`src/rtl/i2s_dac_tx.sv`:
```
// I2S playback serializer for the WM8731 DAC path (codec is bus master).
// Optional I2S_DAC_HOLD_EN: on underrun repeat the previous sample instead of silence.
module i2s_dac_tx (
    input  logic        clk,
    input  logic        rst,
    input  logic        enable,
    input  logic        AUD_BCLK,
    input  logic        AUD_DACLRCK,
    output logic        AUD_DACDAT,
    output logic        request_play_data,
    input  logic [15:0] play_data,
    input  logic        play_valid,
    output logic        underrun
);

    typedef enum logic [1:0] {
        IDLE     = 2'd0,
        WAIT_BIT = 2'd1,
        SHIFT    = 2'd2,
        PAD      = 2'd3
    } state_e;

    state_e      state_q, state_d;
    logic [1:0]  bclk_sync_q, lrck_sync_q;
    logic        bclk_prev_q, lrck_prev_q;
    logic [15:0] shift_q, shift_d;
    logic [15:0] last_q, last_d;
    logic [15:0] hold_q, hold_d;
    logic        hold_full_q, hold_full_d;
    logic        bit_q, bit_d;
    logic [3:0]  cnt_q, cnt_d;

    logic bclk_fall, lrck_fall, lrck_rise, accept;

    assign bclk_fall = bclk_prev_q & ~bclk_sync_q[1];
    assign lrck_fall = lrck_prev_q & ~lrck_sync_q[1];
    assign lrck_rise = ~lrck_prev_q & lrck_sync_q[1];
    assign accept    = play_valid & request_play_data;

    always_ff @(posedge clk or posedge rst) begin
        if (rst) begin
            state_q     <= IDLE;
            bclk_sync_q <= '0;
            lrck_sync_q <= '0;
            bclk_prev_q <= 1'b0;
            lrck_prev_q <= 1'b0;
            shift_q     <= '0;
            last_q      <= '0;
            hold_q      <= '0;
            hold_full_q <= 1'b0;
            bit_q       <= 1'b0;
            cnt_q       <= '0;
        end else begin
            state_q     <= state_d;
            bclk_sync_q <= {bclk_sync_q[0], AUD_BCLK};
            lrck_sync_q <= {lrck_sync_q[0], AUD_DACLRCK};
            bclk_prev_q <= bclk_sync_q[1];
            lrck_prev_q <= lrck_sync_q[1];
            shift_q     <= shift_d;
            last_q      <= last_d;
            hold_q      <= hold_d;
            hold_full_q <= hold_full_d;
            bit_q       <= bit_d;
            cnt_q       <= cnt_d;
        end
    end

    always_comb begin
        state_d     = state_q;
        shift_d     = shift_q;
        last_d      = last_q;
        hold_d      = hold_q;
        hold_full_d = hold_full_q;
        bit_d       = bit_q;
        cnt_d       = cnt_q;
        if (!enable) begin
            state_d     = IDLE;
            hold_full_d = 1'b0;
            last_d      = '0;
        end else begin
            if (accept) begin
                hold_d      = play_data;
                hold_full_d = 1'b1;
            end
            // LRCK edges win over a coincident BCLK fall: that fall is the
            // I2S delay slot, the MSB goes out on the following one.
            if (lrck_fall) begin
                state_d = WAIT_BIT;
                if (hold_full_q) begin
                    shift_d     = hold_q;
                    last_d      = hold_q;
                    hold_full_d = 1'b0;
                end else begin
`ifdef I2S_DAC_HOLD_EN
                    shift_d = last_q;
`else
                    shift_d = '0;
                    last_d  = '0;
`endif
                end
            end else if (lrck_rise && state_q != IDLE) begin
                state_d = WAIT_BIT;
                shift_d = last_q;
            end else if (bclk_fall) begin
                unique case (state_q)
                    WAIT_BIT: begin
                        state_d = SHIFT;
                        bit_d   = shift_q[15];
                        shift_d = {shift_q[14:0], 1'b0};
                        cnt_d   = 4'd15;
                    end
                    SHIFT: begin
                        if (cnt_q == 4'd0) begin
                            state_d = PAD;
                        end else begin
                            bit_d   = shift_q[15];
                            shift_d = {shift_q[14:0], 1'b0};
                            cnt_d   = cnt_q - 4'd1;
                        end
                    end
                    default: ;
                endcase
            end
        end
    end

    always_comb begin
        AUD_DACDAT        = enable & (state_q == SHIFT) & bit_q;
        request_play_data = enable & ~hold_full_q & ~rst;
        underrun          = enable & lrck_fall & ~hold_full_q;
    end

endmodule
```
`config.mk`:
```
export PLATFORM = sky130hd
export DESIGN_NAME = i2s_dac_tx
export DESIGN_NICKNAME = d
export VERILOG_FILES = /design/src/rtl/i2s_dac_tx.sv
export SDC_FILE = /design/constraint.sdc
export NUM_CORES = 1
export LEC_CHECK = 0
export ABC_CLOCK_PERIOD_IN_PS = 1800
export CORE_UTILIZATION = 52
export CTS_CLUSTER_SIZE = 10
export DETAILED_ROUTE_END_ITERATION = 8
export GPL_ROUTABILITY_DRIVEN = 0
export GPL_TIMING_DRIVEN = 0
export MAX_ROUTING_LAYER = met4
export PLACE_DENSITY_LB_ADDON = 0.08
export SLEW_MARGIN = 20
export SYNTH_ARGS = -nofsm -noshare
export SYNTH_HDL_FRONTEND = slang
export SYNTH_SLANG_ARGS = --single-unit
export TNS_END_PERCENT = 10
```
`constraint.sdc`:
```
create_clock -name clk -period 1.8 [get_ports clk]
set_input_delay 0.27 -clock clk [delete_from_list [all_inputs] [get_ports clk]]
set_output_delay 0.27 -clock clk [all_outputs]
set_load 0.005 [all_outputs]
```
==> impl_metrics.py, run 1 <==
metrics = {
    "place": {
        "dp_hpwl_mm": 3.81,
        "dp_slack_ns": -0.576,
        "io_buffer_count": 24,
    },
    "clocking": {
        "clk-insertion-delay-late_ns": 0.35,
        "root_buffer": "clkbuf_8",
        "numClockSinks": 62,
        "cts_buffers": 9,
        "cts_tree": "done",
        "h-tree-depth": 3,
        "clk_pin_slew_ns": 0.07,
        "clockBufferDepth": 2,
    },
    "sta": {
        "min_period_ns": 1.89,
        "tightest_slew_ns": 0.468,
        "fmax_mhz": 530,
        "slew_violations": 0,
        "tns_ns": -1.13,
        "finalHoldViolations": 0,
        "slew_headroom_pct": 68.8,
        "skew_ns": 0.00695,
        "fin_ws_ns": -0.0876,
        "report.final.setup_viol": 16,
        "rsz0062_at_grt": "true",
        "finalCritPeriodShare_pct": 105,
    },
    "yosys": {
        "synth_seq_area_share_pct": 53.2,
        "synth.largest_area_cell": "dfrtp_1",
        "netlist_instances": 241,
        "yosys_warnings": 0,
        "synthDominantCellAreaShare_pct": 53.2,
        "async_flop_share_pct": 100,
        "synth_flop_cell": "dfrtp_1",
        "synth_seq_cells": 62,
        "ys_types": 45,
        "syn_area_per_cell_um2": 12.1,
        "synth_fp_nets": 267,
        "syn_area_mm2": 0.00291,
        "synthTopCellsByArea": "dfrtp_1 53%, mux2_2 8.9%, mux2i_1 5.5%",
        "synth_edf_count": 0,
    },
    "drt": {
        "drt-initial-drc-count": 113,
        "wire_per_inst_um": 16.6,
        "route.detailed.drc": 0,
        "routed_wl_mm": 5.98,
        "post_drt_via_cell_ratio": 5.61,
        "first_pass_iters": 4,
        "final_antenna_net_count": 0,
        "num_vias": 2025,
    },
    "global_routing": {
        "grt_pass1_wl_mm": 10.2,
        "grt_util_met2_pct": 37.8,
        "antenna_found_initial": 0,
        "grt_remaining_overflow": 0,
        "grt_usage_pct": 23.6,
        "grtUsageMet1_pct": 28.2,
        "grt_pass1_vias": 2069,
        "grt_max_degree": 45,
        "use_met3_pct": 8.33,
        "top_usage_layer": "met2",
    },
    "finish": {
        "drive_above_1_share_pct": 30.2,
        "area_growth_pct": 25.2,
        "final_nets": 312,
        "diodes": 0,
    },
    "job": {
        "drv_cap": 0,
    },
    "floorplanning": {
        "dieArea_mm2": 0.00591,
        "die_y_um": 76.9,
        "core.rowCount": 26,
        "die_w_um": 76.9,
        "core_area_mm2": 0.00524,
        "initial_core_util_pct": 55.6,
        "io_pins": 25,
    },
    "setup_path": {
        "cp_slowest_cell": "dfrtp_1",
        "critPathKind": "reg -> reg",
        "required_ns": 2.03,
        "cpPeakStageDelay_ns": 0.39,
        "crit_path_end_kind": "register",
        "path_cells": "inv_2 > ha_4 > nand4bb_1 > a311o_2 > nand2_4 > buf_12 > mux2_4",
        "critPathArrivalTime_ns": 2.12,
        "crit_fanout": 10,
        "worstSetupStartpointType": "register",
    },
    "status": {
        "violations": "negative setup slack",
        "status": "complete, but fails checks",
    },
    "power": {
        "total_leakage_power_nw": 1.70,
        "finalPower_mw": 3.47,
        "power_density_mw_per_mm2": 951,
        "ir_worst_vdd_uv": 621,
    },
    "min_path": {
        "min_path_type": "in -> async",
    },
}
metrics by stage:
stage	std cells	hold slack [ns]	util, %	cell area, µm²
final	361	0.323	69.6	3650
after global routing	361	0.350	69.6	3650
after CTS	361	0.320	69.4	3630
after detailed placement	336	0.336	62.9	3300
after global placement	335	0.332	62.4	3270
after floorplan	241	0.301	-	2940
layout by cell type, fill, tap and decap left out, drive strengths merged, types with 2 or more instances in the layout:
master | netlist | layout
a21boi | 16 | 16
a21oi | 4 | 4
buf | 9 | 18
clkbuf | 4 | 14
clkdlybuf4s50 | 0 | 20
clkinv | 0 | 4
clkinvlp | 0 | 2
dfrtp | 62 | 62
dlygate4sd2 | 0 | 2
ha | 4 | 4
inv | 7 | 7
mux2 | 33 | 33
mux2i | 16 | 16
nand2 | 21 | 21
nand2b | 2 | 2
nand3 | 19 | 19
nor2 | 3 | 3
nor2b | 2 | 2
nor3b | 2 | 2
o21ai | 17 | 17
o41ai | 2 | 2
final cells by class:
type | count | area [µm²]
clock buffers | 9 | 124
well taps | 70 | 87.6
flip-flops and latches | 62 | 1550
multi-input cells | 159 | 1320
repair buffers | 35 | 357
clock inverters | 7 | 65.1
fillers | 394 | 1590
inverters | 7 | 28.8
plain buffers | 12 | 113
cell families after synthesis:
| group | share of synthesized area, % |
|---|---|
| AND/OR/NAND/NOR | 10.8 |
| multiplexers | 19.4 |
| AO/OA/AOI/OAI | 10.6 |
| adder cells (fa/ha/maj) | 1.72 |
| buffers and inverters | 4.25 |
| flip-flops | 53.2 |
what timing repair did:
item,in CTS,in global routing
gates cloned,0,0
hold endpoints to repair,0,0
setup buffers,10,0
setup endpoints to repair,42,29
pin swaps,1,1
gates resized for setup,23,6
hold buffers,0,0
synthesized netlist by cell type (3+ instances only):
cell type   n
a21boi_0   16
a21oi_1     4
clkbuf_1    4
dfrtp_1    62
ha_1        4
inv_1       7
mux2_2     23
mux2_4      9
mux2i_1    16
nand2_1    20
nand3_1    19
nor2_1      3
o21ai_0     7
o21ai_1    10
routing by layer:
metal	share of wire (%)	vias to the layer above
met2	51	46
met3	4.2	6
met5	0	-
met4	0.69	0
li1	-	948
met1	44	1025
sequential cells by signal (all words and copies together), names as in the netlist, 2 cells and up:
| signal | flops |
|---|---|
| hold_q | 16 |
| bclk_sync_q | 2 |
| cnt_q | 4 |
| lrck_sync_q | 2 |
| last_q | 16 |
| shift_q | 16 |
| state_q | 2 |
worst paths after layout:
kind                                startpoint        endpoint  slack [ns]  cells past startpoint
worst max-delay path                state_q[0]     shift_q[13]       -0.09                      7
worst min-delay path                       rst      hold_q[12]        0.32                      2
worst max register to register      state_q[0]     shift_q[13]       -0.09                      7
worst min register to register  lrck_sync_q[0]  lrck_sync_q[1]        0.35                      0
max in group asynchronous                  rst     hold_full_q        0.99                      3
min in group clk                lrck_sync_q[0]  lrck_sync_q[1]        0.35                      0
worst max-delay path: cells and delay by family (launching register included):
| family | cells | cell delay (ns) |
|---|---|---|
| multiplexers | 1 | 0.31 |
| adder cells (fa/ha/maj) | 1 | 0.18 |
| flip-flops | 1 | 0.39 |
| buffers and inverters | 2 | 0.28 |
| AO/OA/AOI/OAI | 1 | 0.38 |
| AND/OR/NAND/NOR | 2 | 0.24 |
where the power goes:
group / switching [mW] / internal [mW]
combinational: 0.257 / 0.342
clock: 0.548 / 0.628
sequential: 0.109 / 1.58
Note: power is estimated with default switching activity, not from simulation.
==> run 2, diff against run 1 <==
- CELL_PAD_IN_SITES_DETAIL_PLACEMENT: not set -> 1
- CELL_PAD_IN_SITES_GLOBAL_PLACEMENT: not set -> 2
- CORE_UTILIZATION: 52 -> 35
==> run 2 against run 1 <==
Effect of this change: the run still ends with negative setup slack left; sequential share of layout area fell by 1.3 points; critical path type unchanged; non-clock buffer count rose by 2; largest cell class unchanged; largest power group unchanged; combinational power increased by 3.7%; register-to-register slack is essentially flat; clock power grew 17%.
==> impl_metrics.py, run 2 (same netlist as run 1, synthesis figures left out) <==
metrics = {
    "drt": {
        "final_antenna_net_count": 0,
        "routed_wl_mm": 6.68,
        "post_drt_via_cell_ratio": 5.01,
        "num_vias": 1980,
        "wire_per_inst_um": 16.9,
        "route.top_layer_used": "met4",
        "wl_met1_mm": 3.41,
        "wl_met3_um": 152,
        "met2_length_mm": 3.04,
        "drt-initial-drc-count": 48,
        "first_pass_iters": 4,
        "route.detailed.drc": 0,
    },
    "power": {
        "pwr-share-comb_pct": 16.8,
        "ir_worst_vdd_uv": 434,
        "switching_share_pct": 26.1,
        "pwr-share-seq_pct": 45.9,
        "total_leakage_power_nw": 1.73,
        "power_density_mw_per_mm2": 981,
        "p_sw_uw": 964,
        "intPower_mw": 2.73,
        "finalPower_mw": 3.69,
        "pwr-share-clk_pct": 37.3,
    },
    "floorplanning": {
        "core.rowCount": 32,
        "io_pins": 25,
        "die_w_um": 93.2,
        "dieArea_mm2": 0.00869,
        "initial_core_util_pct": 36.9,
        "die_y_um": 93.2,
        "core_area_mm2": 0.00789,
    },
    "sta": {
        "rsz0062_at_grt": "true",
        "tightest_slew_ns": 0.522,
        "min_period_ns": 1.89,
        "slew_violations": 0,
        "finalHoldViolations": 0,
        "finalCritPeriodShare_pct": 105,
        "slew_headroom_pct": 65.2,
        "skew_ns": 0.0127,
        "hold_slack_ns": 0.301,
        "fin_ws_ns": -0.0891,
        "report.final.setup_viol": 15,
        "tns_ns": -1.15,
        "fmax_mhz": 529,
    },
    "clocking": {
        "h-tree-depth": 3,
        "numClockSinks": 62,
        "postCtsHoldBufs": 0,
        "cts_buffers": 9,
        "cts_tree": "done",
        "clk_pin_slew_ns": 0.08,
        "clk-insertion-delay-late_ns": 0.34,
        "clockBufferDepth": 2,
        "root_buffer": "clkbuf_8",
    },
    "min_path": {
        "min_path_type": "in -> async",
    },
    "global_routing": {
        "grt_pass1_vias": 2123,
        "antenna_found_initial": 0,
        "grt_remaining_overflow": 0,
        "grt_max_degree": 51,
        "grt_pass1_wl_mm": 11.3,
        "grt_usage_pct": 17.8,
    },
    "setup_path": {
        "crit_fanout": 3,
        "regToRegSetupSlack_ns": -0.09,
        "required_ns": 2.02,
        "worstSetupStartpointType": "register",
        "timing.rr.end": "shift_q[2]",
        "r2r_cells": 8,
        "rr_startpoint": "state_q[0]",
        "critPathArrivalTime_ns": 2.11,
        "crit_path_end_kind": "register",
        "critPathKind": "reg -> reg",
    },
    "status": {
        "status": "complete, but fails checks",
        "violations": "negative setup slack",
    },
    "finish": {
        "drive_above_1_share_pct": 31.4,
        "diodes": 0,
        "largestRegisters": "hold_q (16), last_q (16), shift_q (16)",
        "final_cell_mix": "60 x dfrtp_1, 21 x clkdlybuf4s50_1, 20 x nand2_1, 19 x mux2_2, 18 x nand3_1",
        "final_common_cell": "dfrtp_1",
        "design_area_mm2": 0.00377,
        "final_nets": 314,
        "utilization_pct": 47.8,
        "area_growth_pct": 29.3,
    },
    "place": {
        "io_buffer_count": 24,
        "dp_hpwl_mm": 4.40,
        "placed_cell_area_mm2": 0.00334,
    },
    "job": {
        "drv_cap": 0,
    },
}
==> run 2: cell count changes in the layout (fill, tap and decap cells not counted), moves of 2 or more <==
cell      before  now
mux2_4        10   13
clkinv_2       4    1
buf_6          2    4
mux2_2        22   19
clkinv_4       0    3
==> run 2: area by class of cell <==
cell class                      count  area, µm²
Clock buffer                        9        124
Tap cell                          102        128
Inverter                            7       28.8
Buffer                             12        116
Fill cell                         809       4120
Clock inverter                      7       98.8
Timing Repair Buffer               37        383
Multi-Input combinational cell    159       1340
Sequential cell                    62       1550
==> run 2: worst max-delay path by stage <==
stage	startpoint	endpoint	slack, ns	cells after the start
floorplan	state_q[1]	shift_q[14]	-0.03	8
global placement	rst	cnt_q[3]	-1.43	2
detailed placement	lrck_sync_q[1]	underrun	-0.62	5
CTS	state_q[0]	shift_q[4]	-0.09	8
global route	state_q[0]	shift_q[2]	-0.17	7
finish	state_q[0]	shift_q[2]	-0.09	8
==> run 2: timing repair <==
item | 4_1_cts | 5_1_grt
buffers inserted | 10 | 1
gates resized for setup | 24 | 14
setup endpoints to repair | 49 | 31
pin swaps | 4 | 3
cloned | 1 | 0
==> run 2: metrics by stage <==
stage,instances,worst slack [ns]
2_1_floorplan,241,-0.0320
3_3_place_gp,367,-1.43
3_5_place_dp,368,-0.616
4_1_cts,394,-0.0895
5_1_grt,395,-0.174
6_report,395,-0.0891
==> run 2: critical path, cell delays in order, from the launching register on <==
cell,delay [ns]
dfrtp_1,0.39
inv_2,0.12
ha_4,0.14
buf_4,0.10
nor3b_2,0.05
a311o_2,0.41
nand2_4,0.10
buf_4,0.14
mux2_2,0.33
==> run 2: power by group through the flow <==
| stage | registers, mW | logic [mW] | clock network [mW] |
|---|---|---|---|
| after floorplan | 1.68 | 0.403 | 0 |
| after global placement | 1.72 | 0.531 | 0 |
| after detailed placement | 1.72 | 0.549 | 0 |
| after CTS | 1.69 | 0.604 | 1.42 |
| after global routing | 1.72 | 0.689 | 1.47 |
| final | 1.70 | 0.621 | 1.38 |
==> run 2: routing by layer <==
metal / GRT usage, % / vias up
met3: 2.93 / 10
met4: 6.54 / 0
met1: 24.4 / 994
met2: 26.6 / 23
met5: - / -
li1: - / 953
